File: src/rtl/fb_write_arbiter.sv
// Write-side arbiter for the 128x128 pixel memory: queues pixel writes and sequences screen fills,
// issuing memory writes only while the display scan is outside the visible window.
module fb_write_arbiter #(
  parameter int ADDR_W     = 14,
  parameter int DATA_W     = 3,
  parameter int FIFO_DEPTH = 4
) (
  input  logic                            clk,
  input  logic                            reset,
  input  logic                            read_mem,
  input  logic                            read_mem_vertical,
  input  logic                            wr_valid,
  output logic                            wr_ready,
  input  logic [ADDR_W-1:0]               wr_addr,
  input  logic [DATA_W-1:0]               wr_data,
  input  logic                            fill_start,
  input  logic [DATA_W-1:0]               fill_color,
  output logic                            fill_busy,
  output logic                            mem_we,
  output logic [ADDR_W-1:0]               mem_waddr,
  output logic [DATA_W-1:0]               mem_wdata,
  output logic [$clog2(FIFO_DEPTH):0]     pending,
  output logic                            overflow_err
);
  localparam int IW = $clog2(FIFO_DEPTH);
  localparam int PW = IW + 1;

  typedef enum logic [1:0] {IDLE, DRAIN, FILL} state_t;
  state_t state;

  logic [ADDR_W-1:0] q_addr [FIFO_DEPTH];
  logic [DATA_W-1:0] q_data [FIFO_DEPTH];
  logic [IW-1:0]     rd_ptr, wr_ptr;
  logic [PW-1:0]     count, count_nxt;
  logic [ADDR_W-1:0] fill_cnt, hold_addr;
  logic [DATA_W-1:0] fill_col, hold_data;
  logic              fill_pend, open, push, pop, fill_take;

  assign open      = ~(read_mem & read_mem_vertical);
  assign wr_ready  = (count != PW'(FIFO_DEPTH));
  assign push      = wr_valid & wr_ready;
  assign pop       = mem_we & (state == DRAIN);
  assign count_nxt = count + PW'(push) - PW'(pop);
  assign pending   = count;
  assign fill_busy = fill_pend | (state == FILL);
  assign fill_take = fill_start & ~fill_busy;

  // Address/data fall back to the last driven values whenever no write is issued.
  always_comb begin
    mem_we    = 1'b0;
    mem_waddr = hold_addr;
    mem_wdata = hold_data;
    case (state)
      DRAIN: if (open && count != '0) begin
        mem_we    = 1'b1;
        mem_waddr = q_addr[rd_ptr];
        mem_wdata = q_data[rd_ptr];
      end
      FILL: if (open) begin
        mem_we    = 1'b1;
        mem_waddr = fill_cnt;
        mem_wdata = fill_col;
      end
      default: ;
    endcase
  end

  always_ff @(posedge clk) begin
    if (push) begin
      q_addr[wr_ptr] <= wr_addr;
      q_data[wr_ptr] <= wr_data;
    end
  end

  always_ff @(posedge clk or posedge reset) begin
    if (reset) begin
      state        <= IDLE;
      count        <= '0;
      rd_ptr       <= '0;
      wr_ptr       <= '0;
      fill_cnt     <= '0;
      fill_col     <= '0;
      fill_pend    <= 1'b0;
      hold_addr    <= '0;
      hold_data    <= '0;
      overflow_err <= 1'b0;
    end else begin
      count <= count_nxt;
      if (push) wr_ptr <= wr_ptr + IW'(1);
      if (pop)  rd_ptr <= rd_ptr + IW'(1);
      if (wr_valid && !wr_ready) overflow_err <= 1'b1;
      if (mem_we) begin
        hold_addr <= mem_waddr;
        hold_data <= mem_wdata;
      end
      case (state)
        IDLE: begin
          if (fill_start) begin
            fill_col <= fill_color;
            fill_cnt <= '0;
            state    <= FILL;
          end else if (count_nxt != '0) begin
            state <= DRAIN;
          end
        end
        DRAIN: begin
          if (fill_take) fill_col <= fill_color;
          // A fill requested behind queued writes starts only once the queue is empty.
          if (count_nxt == '0) begin
            if (fill_pend || fill_take) begin
              state     <= FILL;
              fill_cnt  <= '0;
              fill_pend <= 1'b0;
            end else begin
              state <= IDLE;
            end
          end else if (fill_take) begin
            fill_pend <= 1'b1;
          end
        end
        FILL: begin
          if (mem_we) begin
            fill_cnt <= fill_cnt + ADDR_W'(1);
            if (fill_cnt == '1) state <= (count_nxt != '0) ? DRAIN : IDLE;
          end
        end
        default: state <= IDLE;
      endcase
    end
  end
endmodule
File: config.mk
export PLATFORM = sky130hd
export DESIGN_NAME = fb_write_arbiter
export DESIGN_NICKNAME = d
export VERILOG_FILES = /design/src/rtl/fb_write_arbiter.sv
export SDC_FILE = /design/constraint.sdc
export NUM_CORES = 1
export LEC_CHECK = 0
export CAP_MARGIN = 20
export CORE_MARGIN = 8
export CORE_UTILIZATION = 57
export CTS_CLUSTER_SIZE = 25
export DETAILED_ROUTE_END_ITERATION = 16
export PLACE_DENSITY = 0.8
export SLEW_MARGIN = 0
export SYNTH_ARGS = -nofsm -noshare
export SYNTH_HDL_FRONTEND = slang
export SYNTH_SLANG_ARGS = --single-unit
File: constraint.sdc
create_clock -name clk -period 5.95 [get_ports clk]
set_input_delay 0.595 -clock clk [delete_from_list [all_inputs] [get_ports clk]]
set_output_delay 0.595 -clock clk [all_outputs]
set_load 0.1 [all_outputs]
---- Word level (Yosys, flattened, before mapping) ----
Memory sizes are Yosys's and may differ from the RTL's.
Cells that the tools add are included.
cells by class
  reductions and logical operators ........ 15
  divide/modulo/power cells ............... 0
  $add $sub $neg .......................... 5
  bitwise operators ....................... 7
  equal/unequal tests ..................... 12
  shift operators ......................... 0
  magnitude comparators ................... 0
  muxes and demuxes ....................... 30
  multipliers ............................. 0
operators with widths
  operator                 count
  $mux W14                 6
  $pmux W14 S3             1
  $pmux W14 S2             1
  $add A14 B1 Y14 const B  1
  $eq A14 B14 Y1 const B   1
  $mux W2                  6
  $mux W3                  4
  $pmux W3 S2              2
  $reduce_bool A3 Y1       3
  $mux W1                  8
  $ne A2 B1 Y1 const B     4
  $ne A2 B2 Y1 const B     3
  $ne A3 B3 Y1 const B     2
  $pmux W2 S3              1
  $reduce_and A3 Y1        2
  $reduce_and A5 Y1        1
  $add A2 B1 Y2 const B    2
  $and A1 B1 Y1            4
  $reduce_and A4 Y1        1
  $reduce_bool A2 Y1       2
  $add A3 B1 Y3            1
  $logic_not A3 Y1         1
  $sub A3 B1 Y3            1
  $eq A2 B1 Y1 const B     1
  8 further kinds          10
storage, ports and cells
  memory bits (writable) .................. 68
  bits of input ports ..................... 26
  bits in latches ......................... 0
  memory bits (read-only) ................. 0
  memories ................................ 2
  output and inout bits ................... 24
  word-level logic and storage cells ...... 81
  flip-flop bits (word level) ............. 45
memory list
  memory  depth  width  rd ports  clocked after Yosys merged registers in  wr ports  RTL line  text
  q_addr  4      14     1         0                                        1         31        logic [ADDR_W-1:0] q_addr [FIFO_DEPTH];
  q_data  4      3      1         0                                        1         32        logic [DATA_W-1:0] q_data [FIFO_DEPTH];

---- Depth between registers and ports, before layout ----
Gate-level depths: netlist (run 1).
  depth after elaboration ................. 12
  depth in mapped cells ................... 18
  mapped depth without buffers ............ 14

---- Least setup slack after synthesis (run 1) ----
OpenSTA, ideal clock, no wires.
  kind .................................... reg2reg
  from .................................... register count[0], in the netlist pending[0]
  to ...................................... register fill_cnt[8]
  setup time .............................. 69 ps
  buffers on the path ..................... 1
  data required time ...................... 5881 ps
  stages on the path, launching flop included .. 14
  period minus slack after synthesis ...... 4722 ps
  arrival ................................. 4653 ps
  setup slack ............................. 1228 ps
  path through ............................ dfrtp_1 > nor2_1 > nand2_1 > nand2_1 > ha_1 > inv_1 > ha_1 > fa_1 > xnor3_1 > or3_4 > a2111o_1 > buf_6 > or4_1 > nand3_1
between the ends
  elaborated cells on any way between the ends .. 13
  those cells by class .................... 2 x add/sub; 3 x eq/ne; 2 x mux; 2 x bitwise; 4 x reduce/logical
RTL lines
  item                         RTL line  text
  start, declared              34        logic [PW-1:0] count, count_nxt;
  start signal, assigned       88        count <= count_nxt;
  $ne A3 B3 Y1                 40        assign wr_ready = (count != PW'(FIFO_DEPTH));
  via wr_ready                 13        output logic wr_ready,
  $and A1 B1 Y1                41        assign push = wr_valid & wr_ready;
  $add A3 B1 Y3                43        assign count_nxt = count + PW'(push) - PW'(pop);
  $sub A3 B1 Y3                43
  via count_nxt[2]             34
  $logic_not A3 Y1             109       if (count_nxt == '0) begin
  $ne A2 B1 Y1 (no line)       n/a
  $reduce_and A5 Y1 (no line)  n/a
  end signal, assigned         123       fill_cnt <= fill_cnt + ADDR_W'(1);
  end, declared                35        logic [ADDR_W-1:0] fill_cnt, hold_addr;
The timed path passes the listed nets, and every way through them passes these cells.
A chain may end at the register's enable or synchronous reset.

---- Worst setup path after layout (run 1) ----
  from .................................... register state[0]
  to ...................................... output mem_waddr[10]
between the ends
  word-level cells in the longest chain between the ends .. 2
  elaborated cells on any way between the ends .. 3
  those cells by class .................... 2 x eq/ne; 1 x mux
ends and longest elaborated chain
  item                                                 RTL line  text
  start, declared                                      29        state_t state;
  start signal, assigned                               124       if (fill_cnt == '1) state <= (count_nxt != '0) ? DRAIN : IDLE;
  $eq A2 B2 Y1 / $eq A2 B1 Y1 (equally long branches)  53        case (state)
  $pmux W14 S2 (*)                                     53
  end, declared                                        20        output logic [ADDR_W-1:0] mem_waddr,
Mark *: on every way between the ends. The rest lies on a longest branch, timed or not.

==> flow_metrics.env, run 1 <==
export IMPL_synth_cell_area_um2=5090
export IMPL_drive_above_1_share=0.194
export IMPL_ys_types=45
export IMPL_fin_skew_ns=0.00703
export IMPL_peakVddDrop_mv=0.315
export IMPL_intPower_uw=2230
export IMPL_pin_count=50
export IMPL_layout_commonest_cell="edfxtp_1"
export IMPL_max_clock_freq_mhz=224
export IMPL_p_total_uw=3880
export IMPL_hold_path_class="reg -> reg"
export IMPL_synth_seq_cells=113
export IMPL_clock_sinks=113
export IMPL_yosysWarnings=0
export IMPL_end_kind="primary output"
export IMPL_die_x_um=110
export IMPL_detail_route_antenna_nets=0
export IMPL_first_iter_violations=224
export IMPL_synth_edf_count=68
export IMPL_post_cts_setup_buffer_count=0
export IMPL_synthCells=348
export IMPL_maxSlewHeadroom=0.333
export IMPL_cts_buffer_depth=2
export IMPL_antenna_cells=0
export IMPL_hold_buffers=0
export IMPL_fin_cells=520
export IMPL_wl_per_cell_um=21.0
export IMPL_core_um2=8680
export IMPL_area_growth_pct=23.2
export IMPL_cp_max_fo=16
export IMPL_required_ns=5.36
export IMPL_final_cell_mix="edfxtp_1, clkdlybuf4s50_1, dfrtp_1"
export IMPL_worstMarginPinSlew_ns=0.997
export IMPL_ys_async_sr_fraction=0.398
export IMPL_dieArea_um2=12200
export IMPL_cts_buffers=17
export IMPL_routed_wl_um=10900
export IMPL_first_pass_iters=5
export IMPL_hold_viol_final=0
export IMPL_syn_num_nets=386
export IMPL_p_comb_frac=0.437
export IMPL_holdPathStages=1
export IMPL_drc=0
export IMPL_placedCellCount=487
export IMPL_antenna_found_initial=0
export IMPL_finalMaxSlewViolations=0
export IMPL_tritoncts="yes"
export IMPL_finalSetupViolCount=0
export IMPL_grt_pass1_wl_um=17900
export IMPL_status="finished clean"
export IMPL_critPathLaunchType="flip-flop"
export IMPL_numPortBuffers=49
export IMPL_worst_setup_path_type="reg -> out"
export IMPL_synth_area_per_cell_um2=14.6
export IMPL_nets=437
export IMPL_start_util=0.586
export IMPL_cap_violations=0
export IMPL_seq_area_frac_synth=0.623
export IMPL_cts_repair_resized=0
export IMPL_period_needed_ns=4.47
export IMPL_seqPwrFrac=0.296
export IMPL_routabilityCongestion=0.850
export IMPL_grt_pass1_vias=3364
export IMPL_tns_ns=0
export IMPL_min_period_over_period=0.751
export IMPL_rrSetupSlack_ns=1.52
export IMPL_overflow=0
export IMPL_clkPwrFrac=0.268
export IMPL_swShare=0.425
export IMPL_num_vias=3295
export IMPL_clk_pin_slew_ns=0.06
export IMPL_power_density_nw_per_um2=619
export IMPL_p_sw_uw=1650
export IMPL_dp_hpwl_um=7180
export IMPL_h_tree_depth=4
export IMPL_rows=34
export IMPL_worstSkewPairLatency_ns=0.50
export IMPL_critPathArrivalTime_ns=3.87
export IMPL_rsz0062_at_grt="false"
export IMPL_clockRootBuffer="clkbuf_8"
export IMPL_ff2ff_path_depth=14
export IMPL_grt_max_degree=46
export IMPL_via_per_inst=6.34
export IMPL_p_leak_uw=0.00242
export IMPL_fp_dieH_um=110
export IMPL_grt_use_total=0.179
export IMPL_synth_top_flop_cell="edfxtp_1"
[flip-flops by register name, summed over array words and instances (netlist names)]
| name | count |
|---|---|
| state | 2 |
| fill_pend | 1 |
| hold_addr | 14 |
| overflow_err | 1 |
| q_addr | 56 |
| pending | 3 |
| wr_ptr | 2 |
| rd_ptr | 2 |
| fill_cnt | 14 |
| q_data | 12 |
| hold_data | 3 |
| fill_col | 3 |
[metal layers]
metal	vias up	track usage	part of all wire
met5	-	0	0
met4	0	0.0532	0.012
met3	19	0.0471	0.047
met2	122	0.295	0.51
met1	1676	0.226	0.43
li1	1478	-	-
[through the flow]
step | util | hold slack (ns) | instance area, um^2 | setup WS, ns
floorplan | - | 0.470 | 5090 | 1.23
global placement | 0.651 | 0.454 | 5650 | 1.48
detailed placement | 0.651 | 0.458 | 5650 | 1.29
CTS | 0.722 | 0.474 | 6260 | 0.930
global route | 0.723 | 0.502 | 6270 | 1.25
finish | 0.723 | 0.476 | 6270 | 1.48
[worst max-delay path: stages, from the launching register on]
cell,delay [ns]
dfrtp_1,0.40
inv_1,0.09
ha_1,0.46
inv_1,0.35
o21ai_1,0.31
buf_4,0.26
a22o_1,0.15
a221o_1,0.17
clkdlybuf4s50_1,1.16
[synthesized netlist by cell type, types with 2 or more instances]
cell / instances / share of area
edfxtp_1: 68 / 0.40
dfrtp_1: 45 / 0.22
mux2_2: 23 / 0.051
nand3_1: 22 / 0.022
nand2_1: 21 / 0.015
a221o_1: 17 / 0.033
clkbuf_1: 17 / 0.013
mux4_2: 17 / 0.075
a22o_1: 16 / 0.028
inv_1: 12 / 0.0089
ha_1: 11 / 0.027
and3_1: 10 / 0.012
o21ai_0: 10 / 0.0098
a21oi_1: 7 / 0.0069
nor2_1: 6 / 0.0044
or4_1: 5 / 0.0074
a31oi_1: 4 / 0.0049
o31ai_1: 4 / 0.0059
nand2b_1: 3 / 0.0037
buf_1: 2 / 0.0015
nor2b_1: 2 / 0.0025
nor3_1: 2 / 0.0020
xnor2_1: 2 / 0.0034
[logic make-up (layout without fill, tap and decap cells)]
family / Yosys count / in the layout / share of synthesized area
AO/OA/AOI/OAI: 69 / 69 / 0.106
XOR/XNOR: 4 / 4 / 0.00959
adder cells (fa/ha/maj): 12 / 12 / 0.0310
buffers and inverters: 33 / 97 / 0.0261
flip-flops: 113 / 113 / 0.623
multiplexers: 41 / 41 / 0.128
AND/OR/NAND/NOR: 76 / 76 / 0.0767
[path summary, 6_finish.rpt]
path,start,to
min,overflow_err,overflow_err
max in group asynchronous,reset,hold_addr[13]
min reg2reg,overflow_err,overflow_err
min in group asynchronous,reset,state[1]
max reg2reg,state[1],fill_cnt[7]
max,state[0],mem_waddr[10]
[power by group through the flow]
stage                     sequential [uW]  clock, uW  combinational (uW)
after floorplan                      1210          0                1240
after global placement               1150          0                1650
after detailed placement             1160          0                1680
after CTS                            1150       1050                1690
after global routing                 1170       1090                1770
final                                1150       1040                1690
[final cells by class]
cell class | count | area, um^2
Tap cell | 108 | 135
Clock buffer | 17 | 414
Multi-Input combinational cell | 202 | 1790
Clock inverter | 15 | 196
Fill cell | 561 | 2410
Timing Repair Buffer | 53 | 520
Inverter | 12 | 45.0
Sequential cell | 113 | 3170
Power figures use the tool's default switching activity.
==> run 2, diff against run 1 <==
Clock period 5.95 ns to 4.6 ns, I/O delays scaled along.
==> flow_metrics.env, run 2 (synthesized netlist as in run 1, its figures left out) <==
export IMPL_layout_commonest_cell="edfxtp_1"
export IMPL_r2r_start="state[0]"
export IMPL_post_cts_setup_buffer_count=0
export IMPL_p_comb_frac=0.441
export IMPL_h_tree_depth=4
export IMPL_hold_viol_final=0
export IMPL_tritoncts="yes"
export IMPL_critical_path_max_stage_delay_ns=0.69
export IMPL_numPortBuffers=49
export IMPL_period_needed_ns=4.22
export IMPL_place_ws_ns=0.0599
export IMPL_end_kind="flip-flop"
export IMPL_path_cells="inv_1 -> ha_1 -> a21boi_2 -> and2_1 -> ha_1 -> inv_1 -> ha_1 -> fa_1 -> xnor3_1 -> or3_4 -> a2111o_1 -> or2_0 -> o31ai_1"
export IMPL_status="finished clean"
export IMPL_cp_num_buf_inv=2
export IMPL_dp_hpwl_um=7100
export IMPL_worst_setup_path_type="reg -> reg"
export IMPL_cap_violations=0
export IMPL_pin_count=50
export IMPL_rows=34
export IMPL_fin_util=0.720
export IMPL_grt_max_degree=46
export IMPL_seqPwrFrac=0.297
export IMPL_routed_wl_um=11000
export IMPL_worstMarginPinSlew_ns=0.971
export IMPL_p_sw_uw=2120
export IMPL_nets=441
export IMPL_cp_common_cell="ha_1"
export IMPL_largest_reg_flops=56
export IMPL_dieArea_um2=12200
export IMPL_cts_buffer_depth=2
export IMPL_wl_per_cell_um=21.1
export IMPL_reg_top3="q_addr: 56 flops, fill_cnt: 14 flops, hold_addr: 14 flops"
export IMPL_cp_max_fo=22
export IMPL_crit_path_start="state[0]"
export IMPL_p_leak_uw=0.00246
export IMPL_finalMaxSlewViolations=0
export IMPL_cpLargestDelayFamily="adder cells"
export IMPL_drive_above_1_share=0.248
export IMPL_clock_sinks=113
export IMPL_cts_repair_resized=0
export IMPL_drc=0
export IMPL_hold_buffers=0
export IMPL_design_area_um2=6240
export IMPL_top_register="q_addr"
export IMPL_area_growth_pct=22.7
export IMPL_via_per_inst=6.17
export IMPL_hold_path_class="in -> async"
export IMPL_grt_pass1_vias=3388
export IMPL_critPathArrivalTime_ns=4.63
export IMPL_num_vias=3231
export IMPL_fin_skew_ns=0.00615
export IMPL_rsz0062_at_grt="false"
export IMPL_final_cell_mix="edfxtp_1, dfrtp_1, clkdlybuf4s50_1"
export IMPL_swShare=0.427
export IMPL_min_period_over_period=0.918
export IMPL_tns_ns=0
export IMPL_required_ns=5.01
export IMPL_critPathLaunchType="flip-flop"
export IMPL_grt_pass1_wl_um=18300
export IMPL_power_density_nw_per_um2=797
export IMPL_worstSkewPairLatency_ns=0.51
export IMPL_fin_cells=524
export IMPL_clockRootBuffer="clkbuf_8"
export IMPL_detail_route_antenna_nets=0
export IMPL_setup_ws_ns=0.378
export IMPL_cts_buffers=17
export IMPL_peakVddDrop_mv=0.392
export IMPL_nFillCells=561
export IMPL_placedCellCount=492
export IMPL_antenna_found_initial=0
export IMPL_clk_pin_slew_ns=0.06
export IMPL_finalSetupViolCount=0
export IMPL_first_pass_iters=4
export IMPL_post_dp_cell_area_um2=5650
export IMPL_grt_use_total=0.187
export IMPL_die_x_um=110
export IMPL_maxSlewHeadroom=0.351
export IMPL_intPower_uw=2860
export IMPL_clkPwrFrac=0.262
export IMPL_start_util=0.586
export IMPL_core_um2=8680
export IMPL_overflow=0
export IMPL_routabilityCongestion=0.851
export IMPL_first_iter_violations=175
export IMPL_antenna_cells=0
export IMPL_max_clock_freq_mhz=237
export IMPL_crit_slowest_cell="a2111o_1"
export IMPL_fp_dieH_um=110
## run 2: cell types whose count changed in the layout (fill, tap and decap cells not counted)
cell,delta
buf_4,+22
clkdlybuf4s50_1,-18
clkinv_2,+2
clkinv_4,+2
clkinvlp_4,+3
inv_2,-1
inv_6,-3
inv_8,-3
nand2_1,-1
nand2_2,+1
## run 2: power by group through the flow
stage	combinational (uW)	sequential, uW	clock, uW
finish	2200	1480	1300
global route	2320	1510	1370
CTS	2200	1480	1320
detailed placement	2180	1490	0
global placement	2150	1480	0
floorplan	1610	1560	0
## run 2: area by class of cell
cell class                      instances  area [um^2]  share of cell area
Clock buffer                           17          414              0.0663
Multi-Input combinational cell        202         1790               0.287
Timing Repair Buffer                   57          505              0.0809
Inverter                               12         45.0             0.00721
Clock inverter                         15          183              0.0293
Sequential cell                       113         3170               0.507
Tap cell                              108          135              0.0216
## run 2: worst min-delay path: stages
cell	delay, ns
clkdlybuf4s50_1	0.40
clkinv_1	0.04
buf_4	0.46
## run 2: per-stage QoR
stage | hold slack [ns] | power (uW)
2_1_floorplan | 0.470 | 3170
3_3_place_gp | 0.450 | 3620
3_5_place_dp | 0.459 | 3680
4_1_cts | 0.405 | 5010
5_1_grt | 0.465 | 5200
6_report | 0.390 | 4980
## run 2: final timing paths
path / to / depth (start not counted) / slack [ns]
min in group clk: overflow_err / 1 / 0.47
setup reg to reg: fill_cnt[6] / 13 / 0.38
hold / removal: state[0] / 3 / 0.39
setup / recovery: fill_cnt[6] / 13 / 0.38
max in group asynchronous: hold_data[2] / 3 / 3.78
hold reg to reg: overflow_err / 1 / 0.47
## run 2: layer usage
layer	vias up	global-route usage	wire [um]
li1	1476	-	-
met1	1647	0.238	4750
met2	93	0.297	5580
met3	15	0.0406	569
met4	0	0.0874	149
met5	-	0	0
==> run 3, diff against run 2 <==
Settings changed: SLEW_MARGIN 0 to 25.
==> results of run 3 <==
No change in the layout: final DEF, timing and power equal those of run 2.
